`src/rtl/fft_frame_loader_pkg.sv`:
```
// Shared FFT package: frame geometry, Q16.16 complex word layout,
// a packing helper and the radix-2 twiddle constants for N = 16.
package fft_frame_loader_pkg;

  localparam int N       = 16;
  localparam int LOG2N   = $clog2(N);
  localparam int IN_W    = 16;
  localparam int IN_FRAC = 8;
  localparam int DATA_W  = 32;
  localparam int FRAC    = 16;
  localparam int CPLX_W  = 2 * DATA_W;
  localparam int FRAME_W = N * CPLX_W;
  localparam int CNT_W   = 8;

  typedef logic signed [DATA_W-1:0] q_t;

  // Complex word: real half in the upper DATA_W bits, imaginary below.
  typedef struct packed {
    q_t re;
    q_t im;
  } cplx_t;

  function automatic cplx_t pack_cplx(input q_t re, input q_t im);
    cplx_t c;
    c.re = re;
    c.im = im;
    return c;
  endfunction

  // W_16^k = cos(2*pi*k/16) - j*sin(2*pi*k/16), k = 0..7, in Q16.16.
  function automatic cplx_t twiddle(input logic [2:0] k);
    cplx_t c;
    case (k)
      3'd0:    c = pack_cplx(32'sh0001_0000, 32'sh0000_0000);
      3'd1:    c = pack_cplx(32'sh0000_EC83, 32'shFFFF_9E08);
      3'd2:    c = pack_cplx(32'sh0000_B505, 32'shFFFF_4AFB);
      3'd3:    c = pack_cplx(32'sh0000_61F8, 32'shFFFF_137D);
      3'd4:    c = pack_cplx(32'sh0000_0000, 32'shFFFF_0000);
      3'd5:    c = pack_cplx(32'shFFFF_9E08, 32'shFFFF_137D);
      3'd6:    c = pack_cplx(32'shFFFF_4AFB, 32'shFFFF_4AFB);
      3'd7:    c = pack_cplx(32'shFFFF_137D, 32'shFFFF_9E08);
      default: c = pack_cplx(32'sh0001_0000, 32'sh0000_0000);
    endcase
    return c;
  endfunction

endpackage

```
`src/rtl/fft_frame_loader_if.sv`:
```
// Sample-in / frame-out bus of the FFT frame loader.
interface fft_frame_loader_if;
  import fft_frame_loader_pkg::*;

  logic                    in_valid;
  logic signed [IN_W-1:0]  in_data;
  logic                    flush;
  logic [FRAME_W-1:0]      frame_out;
  logic                    frame_valid;
  logic [CNT_W-1:0]        frame_cnt;
  logic [LOG2N-1:0]        fill_level;

  modport master (
    output in_valid, in_data, flush,
    input  frame_out, frame_valid, frame_cnt, fill_level
  );

  modport slave (
    input  in_valid, in_data, flush,
    output frame_out, frame_valid, frame_cnt, fill_level
  );

endinterface

```
`src/rtl/fft_sample_convert.sv`:
```
// Real Q(IN_W-IN_FRAC).IN_FRAC sample to complex Q16.16 word.
// Sign extension followed by a left shift is exact, so no rounding
// or saturation logic is needed.
module fft_sample_convert
  import fft_frame_loader_pkg::*;
(
  input  logic signed [IN_W-1:0] sample,
  output cplx_t                  word
);

  q_t ext;

  assign ext  = {{(DATA_W-IN_W){sample[IN_W-1]}}, sample};
  assign word = pack_cplx(ext <<< (FRAC - IN_FRAC), {DATA_W{1'b0}});

endmodule

```
`src/rtl/fft_frame_loader.sv`:
```
// Collects converted samples into N-sample frames and presents each
// completed frame in parallel with a one-cycle frame_valid pulse.
// The last sample of a frame bypasses the buffer, so the buffer holds
// only N-1 entries and frames stream back to back without stalls.
module fft_frame_loader
  import fft_frame_loader_pkg::*;
(
  input  logic                  clk,
  input  logic                  rst,
  fft_frame_loader_if.slave     bus
);

  localparam logic [LOG2N-1:0] LAST_IDX = LOG2N'(N - 1);
  localparam logic [LOG2N-1:0] IDX_ONE  = LOG2N'(1);

  cplx_t               sample_s;
  cplx_t               buf_r [N-1];
  logic [LOG2N-1:0]    wr_idx_r;
  logic [LOG2N-1:0]    wr_idx_s;
  logic [FRAME_W-1:0]  frame_r;
  logic [FRAME_W-1:0]  frame_s;
  logic                valid_r;
  logic                valid_s;
  logic [CNT_W-1:0]    cnt_r;
  logic [CNT_W-1:0]    cnt_s;
  logic                store_s;
  logic                emit_s;

  fft_sample_convert u_convert (
    .sample (bus.in_data),
    .word   (sample_s)
  );

  // Next-state decode: flush beats completion; idle cycles only drop the pulse.
  always_comb begin
    wr_idx_s = wr_idx_r;
    cnt_s    = cnt_r;
    valid_s  = 1'b0;
    store_s  = 1'b0;
    emit_s   = 1'b0;
    if (bus.flush) begin
      wr_idx_s = {LOG2N{1'b0}};
    end else if (bus.in_valid) begin
      if (wr_idx_r == LAST_IDX) begin
        emit_s   = 1'b1;
        valid_s  = 1'b1;
        cnt_s    = cnt_r + 8'd1;
        wr_idx_s = {LOG2N{1'b0}};
      end else begin
        store_s  = 1'b1;
        wr_idx_s = wr_idx_r + IDX_ONE;
      end
    end else begin
      wr_idx_s = wr_idx_r;
    end
  end

  // Frame image: buffered slots 0..N-2 with the live sample as slot N-1.
  always_comb begin
    frame_s = {FRAME_W{1'b0}};
    for (int k = 0; k < N - 1; k++) begin
      frame_s[k*CPLX_W +: CPLX_W] = buf_r[k];
    end
    frame_s[(N-1)*CPLX_W +: CPLX_W] = sample_s;
  end

  // Collection buffer: write the converted sample into slot wr_idx.
  always_ff @(posedge clk or negedge rst) begin
    if (!rst) begin
      for (int k = 0; k < N - 1; k++) begin
        buf_r[k] <= '0;
      end
    end else begin
      for (int k = 0; k < N - 1; k++) begin
        if (store_s && (wr_idx_r == LOG2N'(k))) begin
          buf_r[k] <= sample_s;
        end
      end
    end
  end

  // Control registers: write index, pulse and frame counter.
  always_ff @(posedge clk or negedge rst) begin
    if (!rst) begin
      wr_idx_r <= {LOG2N{1'b0}};
      valid_r  <= 1'b0;
      cnt_r    <= {CNT_W{1'b0}};
    end else begin
      wr_idx_r <= wr_idx_s;
      valid_r  <= valid_s;
      cnt_r    <= cnt_s;
    end
  end

  // Output frame register, held until the next completed frame.
  always_ff @(posedge clk or negedge rst) begin
    if (!rst) begin
      frame_r <= {FRAME_W{1'b0}};
    end else if (emit_s) begin
      frame_r <= frame_s;
    end
  end

  assign bus.frame_out   = frame_r;
  assign bus.frame_valid = valid_r;
  assign bus.frame_cnt   = cnt_r;
  assign bus.fill_level  = wr_idx_r;

endmodule

```
`src/flat_wrapper.sv`:
```
// flat-port wrapper written by rule: the top's interface ports become plain ports
module fft_frame_loader_flat import fft_frame_loader_pkg::*;
  (clk, rst, bus_in_valid, bus_in_data, bus_flush, bus_frame_out, bus_frame_valid, bus_frame_cnt, bus_fill_level);
  fft_frame_loader_if bus_i ();
  input  logic clk;
  input  logic rst;
  input wire logic [$bits(bus_i.in_valid)-1:0] bus_in_valid;
  input wire logic [$bits(bus_i.in_data)-1:0] bus_in_data;
  input wire logic [$bits(bus_i.flush)-1:0] bus_flush;
  output wire logic [$bits(bus_i.frame_out)-1:0] bus_frame_out;
  output wire logic [$bits(bus_i.frame_valid)-1:0] bus_frame_valid;
  output wire logic [$bits(bus_i.frame_cnt)-1:0] bus_frame_cnt;
  output wire logic [$bits(bus_i.fill_level)-1:0] bus_fill_level;
  assign bus_i.in_valid = bus_in_valid;
  assign bus_i.in_data = bus_in_data;
  assign bus_i.flush = bus_flush;
  assign bus_frame_out = bus_i.frame_out;
  assign bus_frame_valid = bus_i.frame_valid;
  assign bus_frame_cnt = bus_i.frame_cnt;
  assign bus_fill_level = bus_i.fill_level;
  fft_frame_loader u_core (.clk(clk), .rst(rst), .bus(bus_i));
endmodule
```
`config.mk`:
```
export PLATFORM = sky130hd
export DESIGN_NAME = fft_frame_loader_flat
export DESIGN_NICKNAME = d
export VERILOG_FILES = /design/src/rtl/fft_frame_loader_pkg.sv /design/src/rtl/fft_frame_loader_if.sv /design/src/rtl/fft_sample_convert.sv /design/src/rtl/fft_frame_loader.sv /design/src/flat_wrapper.sv
export SDC_FILE = /design/constraint.sdc
export NUM_CORES = 1
export LEC_CHECK = 0
export BUFFER_PORTS_ARGS = -buffer_cell sky130_fd_sc_hd__clkbuf_2
export CAP_MARGIN = 20
export CORE_AREA = 2 2 417 419
export DETAILED_ROUTE_END_ITERATION = 12
export DIE_AREA = 0 0 419 421
export PLACE_DENSITY_LB_ADDON = 0.3
export SLEW_MARGIN = 25
export SYNTH_ARGS = -nofsm -noshare
export SYNTH_HDL_FRONTEND = slang
export SYNTH_SLANG_ARGS = --single-unit
```
`constraint.sdc`:
```
create_clock -name clk -period 2.65 [get_ports clk]
set_input_delay 0.265 -clock clk [delete_from_list [all_inputs] [get_ports clk]]
set_output_delay 0.265 -clock clk [all_outputs]
set_load 0.02 [all_outputs]
```
After elaboration in Yosys (flattened, before gate mapping) --
Cells that the tools add are included.
Storage, ports and cells: input bits 20, output and inout port bits 1037, register bits after elaboration 629, word-level logic and storage cells 64
Operators by class: equality and inequality tests 15, reduce and logical (&&, ||, !) cells 18, $add $sub $neg 2, muxes and demuxes 9, bitwise logic cells 1
Operators with widths (number):
- $eq A4 B4 Y1 const B | 8
- $eq A4 B3 Y1 const B | 4
- $logic_and A1 B1 Y1 | 15
- $mux W4 | 3
- $add A8 B1 Y8 const B | 1
- $eq A4 B2 Y1 const B | 2
- $mux W1 | 6
- $add A4 B1 Y4 const B | 1
- $eq A4 B1 Y1 const B | 1
- $logic_not A4 Y1 | 1
- $reduce_and A3 Y1 | 1
- $reduce_bool A2 Y1 | 1
- $not A1 Y1 | 1

Longest topological paths before layout --
depth after elaboration 5, gate-level depth with buffers 7, depth with buffers taken out 5

Modules after synthesis --
From an unflattened synthesis, not the netlist that was laid out.
Second synthesis, totals: cells, all modules 4393, area total of the unflattened synthesis 78393.9 um^2
By module, submodules not included:
- fft_frame_loader | area an instance 77909.7 um^2, instances 1, sequential area each 49972.9 um^2, cells an instance 4328
- fft_sample_convert | area an instance 484.2 um^2, instances 1, sequential area each 0.0 um^2, cells an instance 65

Worst setup path before layout --
Ideal clock, no wire load.
kind reg2reg, start reg u_core.wr_idx_r[0], in the netlist u_core.bus.fill_level[0], end reg u_core.buf_r[557] (netlist bit), path buffers 1, data arrival time 1.858 ns, cell stages (with the launch flop) 7, required time 2.525 ns, setup time 0.125 ns, setup slack 0.667 ns, period minus slack after synthesis 1.983 ns, path through dfrtp_1 > inv_1 > ha_1 > nand3b_4 > nor3b_4 > buf_12 > mux2_4
On the way: cells in the longest elaborated chain, start to end 5, elaborated cells between the ends (all ways) 6, classes of those cells eq/ne (2); mux (3); reduce/logical (1)
Ends and longest elaborated chain:
- start, declared | RTL line fft_frame_loader.sv:18 | logic [LOG2N-1:0] wr_idx_r;
- start signal, assigned | RTL line fft_frame_loader.sv:85 | wr_idx_r <= {LOG2N{1'b0}};
- start signal, assigned | RTL line fft_frame_loader.sv:89 | wr_idx_r <= wr_idx_s;
- $eq A4 B4 Y1 | RTL line fft_frame_loader.sv:44 | if (wr_idx_r == LAST_IDX) begin
- $mux W1 | RTL line fft_frame_loader.sv:44
- $mux W1 | RTL line fft_frame_loader.sv:43 | end else if (bus.in_valid) begin
- $mux W1 | RTL line fft_frame_loader.sv:41 | if (bus.flush) begin
- $logic_and A1 B1 Y1 * | RTL line fft_frame_loader.sv:75 | if (store_s && (wr_idx_r == LOG2N'(k))) begin
- end signal, assigned by index | RTL line fft_frame_loader.sv:76 | buf_r[k] <= sample_s;
- end, declared | RTL line fft_frame_loader.sv:17 | cplx_t buf_r [N-1];
Mark *: on every way between the ends. The rest lies on a longest branch, timed or not. A chain may end at the register's enable or synchronous reset.

Worst setup path in the final report --
start reg u_core.wr_idx_r[0], in the netlist u_core.bus.fill_level[0], end reg u_core.frame_r[1011], in the netlist u_core.bus.frame_out[1011]
On the way: cells in the longest elaborated chain, start to end 4
Ends and longest elaborated chain:
- $eq A4 B4 Y1 | RTL line fft_frame_loader.sv:44
- $mux W1 | RTL line fft_frame_loader.sv:44
- $mux W1 | RTL line fft_frame_loader.sv:43
- $mux W1 | RTL line fft_frame_loader.sv:41
- end signal, assigned | RTL line fft_frame_loader.sv:98 | frame_r <= {FRAME_W{1'b0}};
- end signal, assigned | RTL line fft_frame_loader.sv:100 | frame_r <= frame_s;
- end, declared | RTL line fft_frame_loader.sv:20 | logic [FRAME_W-1:0] frame_r;
No other way between the ends.

==> impl_metrics.ini <==
[sta]
worstMarginPinSlew_ns = 0.9936
relSlewSlack_pct = 33.76
fin_ws_ns = 0.4764
fin_crit_ns = 2.174
slew_viol_final = 0
fmax_mhz = 460.1
whs_ns = 0.1227
setup_viol = 0
finalSetupTns_ns = 0
rsz0062_at_grt = no
finalClockSkew_ns = 0.04744
post-route-period-util_pct = 82.02
finalHoldViolCount = 0

[clocking]
clk_latency_ns = 0.66
numClockSinks = 509
tritoncts = yes
clkTransAtPathRegs_ns = 0.06
htreeDepth = 2
cts_resized = 0
cts_root_buf = clkbuf_16
cts_buffers = 60
cts_buffer_depth = 3

[die]
row_count = 153
initial_utilization_pct = 14.92
chipWidth_um = 419
design.core.area_mm2 = 0.1725
io_pins = 1057
fp.dieH_um = 421
dieArea_mm2 = 0.1764

[flow_run]
maxCapViolCount = 0

[final_layout]
n_fill_cell = 18830
layout-drive-gt1-share_pct = 41.38
post-route-util_pct = 17.10
nNetsFinal = 2273
areaGrowthSynthToFinish_pct = 14.64

[synthesis]
synth_area_mm2 = 0.02573
post_synth.cell_area_avg_um2 = 13.45
ys_ff_latch = 509
ys_seq_area_share_pct = 49.51
yosysWarnings = 0
yosysUniqueCellTypes = 44
synthCells = 1912

[place]
io_buffers = 416
dp_hpwl_um = 49770
routabilityCongestion = 0.6767
place_ws_ns = 0.4364

[grt]
antenna_found_initial = 17
track_usage_pct = 7.669
first_global_vias = 12170
grt_max_degree = 64
grt_pass1_wl_um = 97090
grt.overflow.total = 0

[worst_hold_path]
hold_path.class = input pin to register

[critical_path]
startpoint_type = register
worstPathRequired_ns = 3.17
regToRegSetupSlack_ns = 0.48
reg2regPathDepth = 6
arrival_ns = 2.69
rr_endpoint = u_core.bus.frame_out[1011]
worstSetupEndpoint = u_core.bus.frame_out[1011]
reg2reg_from = u_core.bus.fill_level[0]
endpoint_kind = register
critPathLaunch = u_core.bus.fill_level[0]
crit_type = register to register
cp_max_fo = 49

[power]
peakVddDrop_mv = 0.4450
leakage_nw = 15.73
powerDensity_mw_per_mm2 = 619.2

[route]
drc = 0
num_vias = 12820
avgRoutedWirePerCell_um = 15.15
drt_wl_total_um = 70100
ant_nets = 0
drtIter0Drc = 452
via_per_inst = 2.772
dr.pass1.iters = 4

[outcome]
status = completed
layer usage:
metal | GRT usage, % | part of all wire (%)
met4 | 1.877 | 1.8
met5 | 0 | 0
met1 | 9.563 | 40
met2 | 13.43 | 51
met3 | 1.514 | 6.8
synthesized netlist by cell type (all sizes together):
master,n,area share [%]
nor4,1,0.024
xnor2,3,0.10
xor2,5,0.17
and3,3,0.092
mux2i,1,0.039
ha,5,0.24
clkbuf,16,0.23
mux2,497,23
dfrtp,509,50
nor3b,2,0.15
nand3b,4,0.23
nor3,7,0.27
conb,1,0.015
nor2,8,0.32
o21ai,1,0.019
buf,819,25
nand4b,1,0.034
nand2,6,0.16
nand3,5,0.12
and2b,1,0.029
or3,1,0.024
inv,5,0.073
nand4,2,0.11
nand2b,6,0.19
a21oi,3,0.058
flip-flops by register name, summed over array words and instances (netlist names):
name / cells
u_core.bus.frame_out: 256
u_core.buf_r: 240
u_core.bus.frame_cnt: 8
u_core.bus.fill_level: 4
u_core.bus.frame_valid: 1
critical path: stages, from the launching register on:
cell and delay, ns:
dfrtp_1 0.44, ha_1 0.24, and2b_1 0.23, nand2_8 0.11, buf_12 0.26, buf_4 0.34
mux2_2 0.37
placed cells by master, fill, tap and decap left out, drive strengths merged, types with 3 or more instances in the layout:
cell and count:
clkinv 14, ha 5, nand2 6, a21oi 3, nand2b 6, inv 11
clkbuf 501, buf 53, nand3b 4, nand3 5, xor2 5, diode 3
xnor2 3, clkinvlp 3, and3 3, bufinv 3, nor3 7, mux2 497
conb 640, dfrtp 509, nor2 8
worst min path at each step:
| stage | startpoint | endpoint | slack (ns) | cells past startpoint |
|---|---|---|---|---|
| global placement | rst | u_core.buf_r[106] | 0.33 | 1 |
| finish | bus_flush | u_core.bus.fill_level[0] | 0.12 | 3 |
| CTS | bus_flush | u_core.bus.fill_level[0] | 0.08 | 3 |
| floorplan | rst | u_core.buf_r[104] | -0.03 | 0 |
| detailed placement | rst | u_core.buf_r[106] | 0.33 | 1 |
| global route | bus_flush | u_core.bus.fill_level[2] | 0.09 | 3 |
where the power goes:
group,internal [mW],total (mW),leakage (nW),switching [mW]
Sequential,8.04,8.17,7.01,0.125
Combinational,0.308,1.57,7.69,1.26
Clock,5.06,8.53,1.03,3.47
Total,13.4,18.3,15.7,4.85
final cells by class:
class	instances	area [um^2]	share of cell area (%)
inverter	5	23.77	0.08061
clock buffer	86	1819	6.169
tap	2325	2909	9.864
clock inverter	26	246.5	0.8358
multi-input combinational	1202	9006	30.54
timing repair buffer	470	2743	9.300
antenna	3	7.507	0.02546
sequential	509	12740	43.19
stage by stage:
step	instance area, um^2	power (mW)	cells
6_report	29490	18.26	4626
5_1_grt	29480	19.10	4623
4_1_cts	29480	18.62	4623
3_5_place_dp	27400	9.889	4509
3_3_place_gp	27400	9.880	4509
2_1_floorplan	28120	10.13	2551
kinds of logic after synthesis:
group | share of synthesized area (%)
flip-flops | 49.51
AO/OA/AOI/OAI | 0.07778
multiplexers | 23.30
adder cells (fa/ha/maj) | 0.2432
AND/OR/NAND/NOR | 1.736
XOR/XNOR | 0.2724
other | 0.01458
buffers and inverters | 24.85
repair_timing:
action / in CTS / in global routing
hold buffers: 2 / 0
buffers inserted: 0 / 0
hold endpoints to repair: 47 / 0
Power figures use the tool's default switching activity.
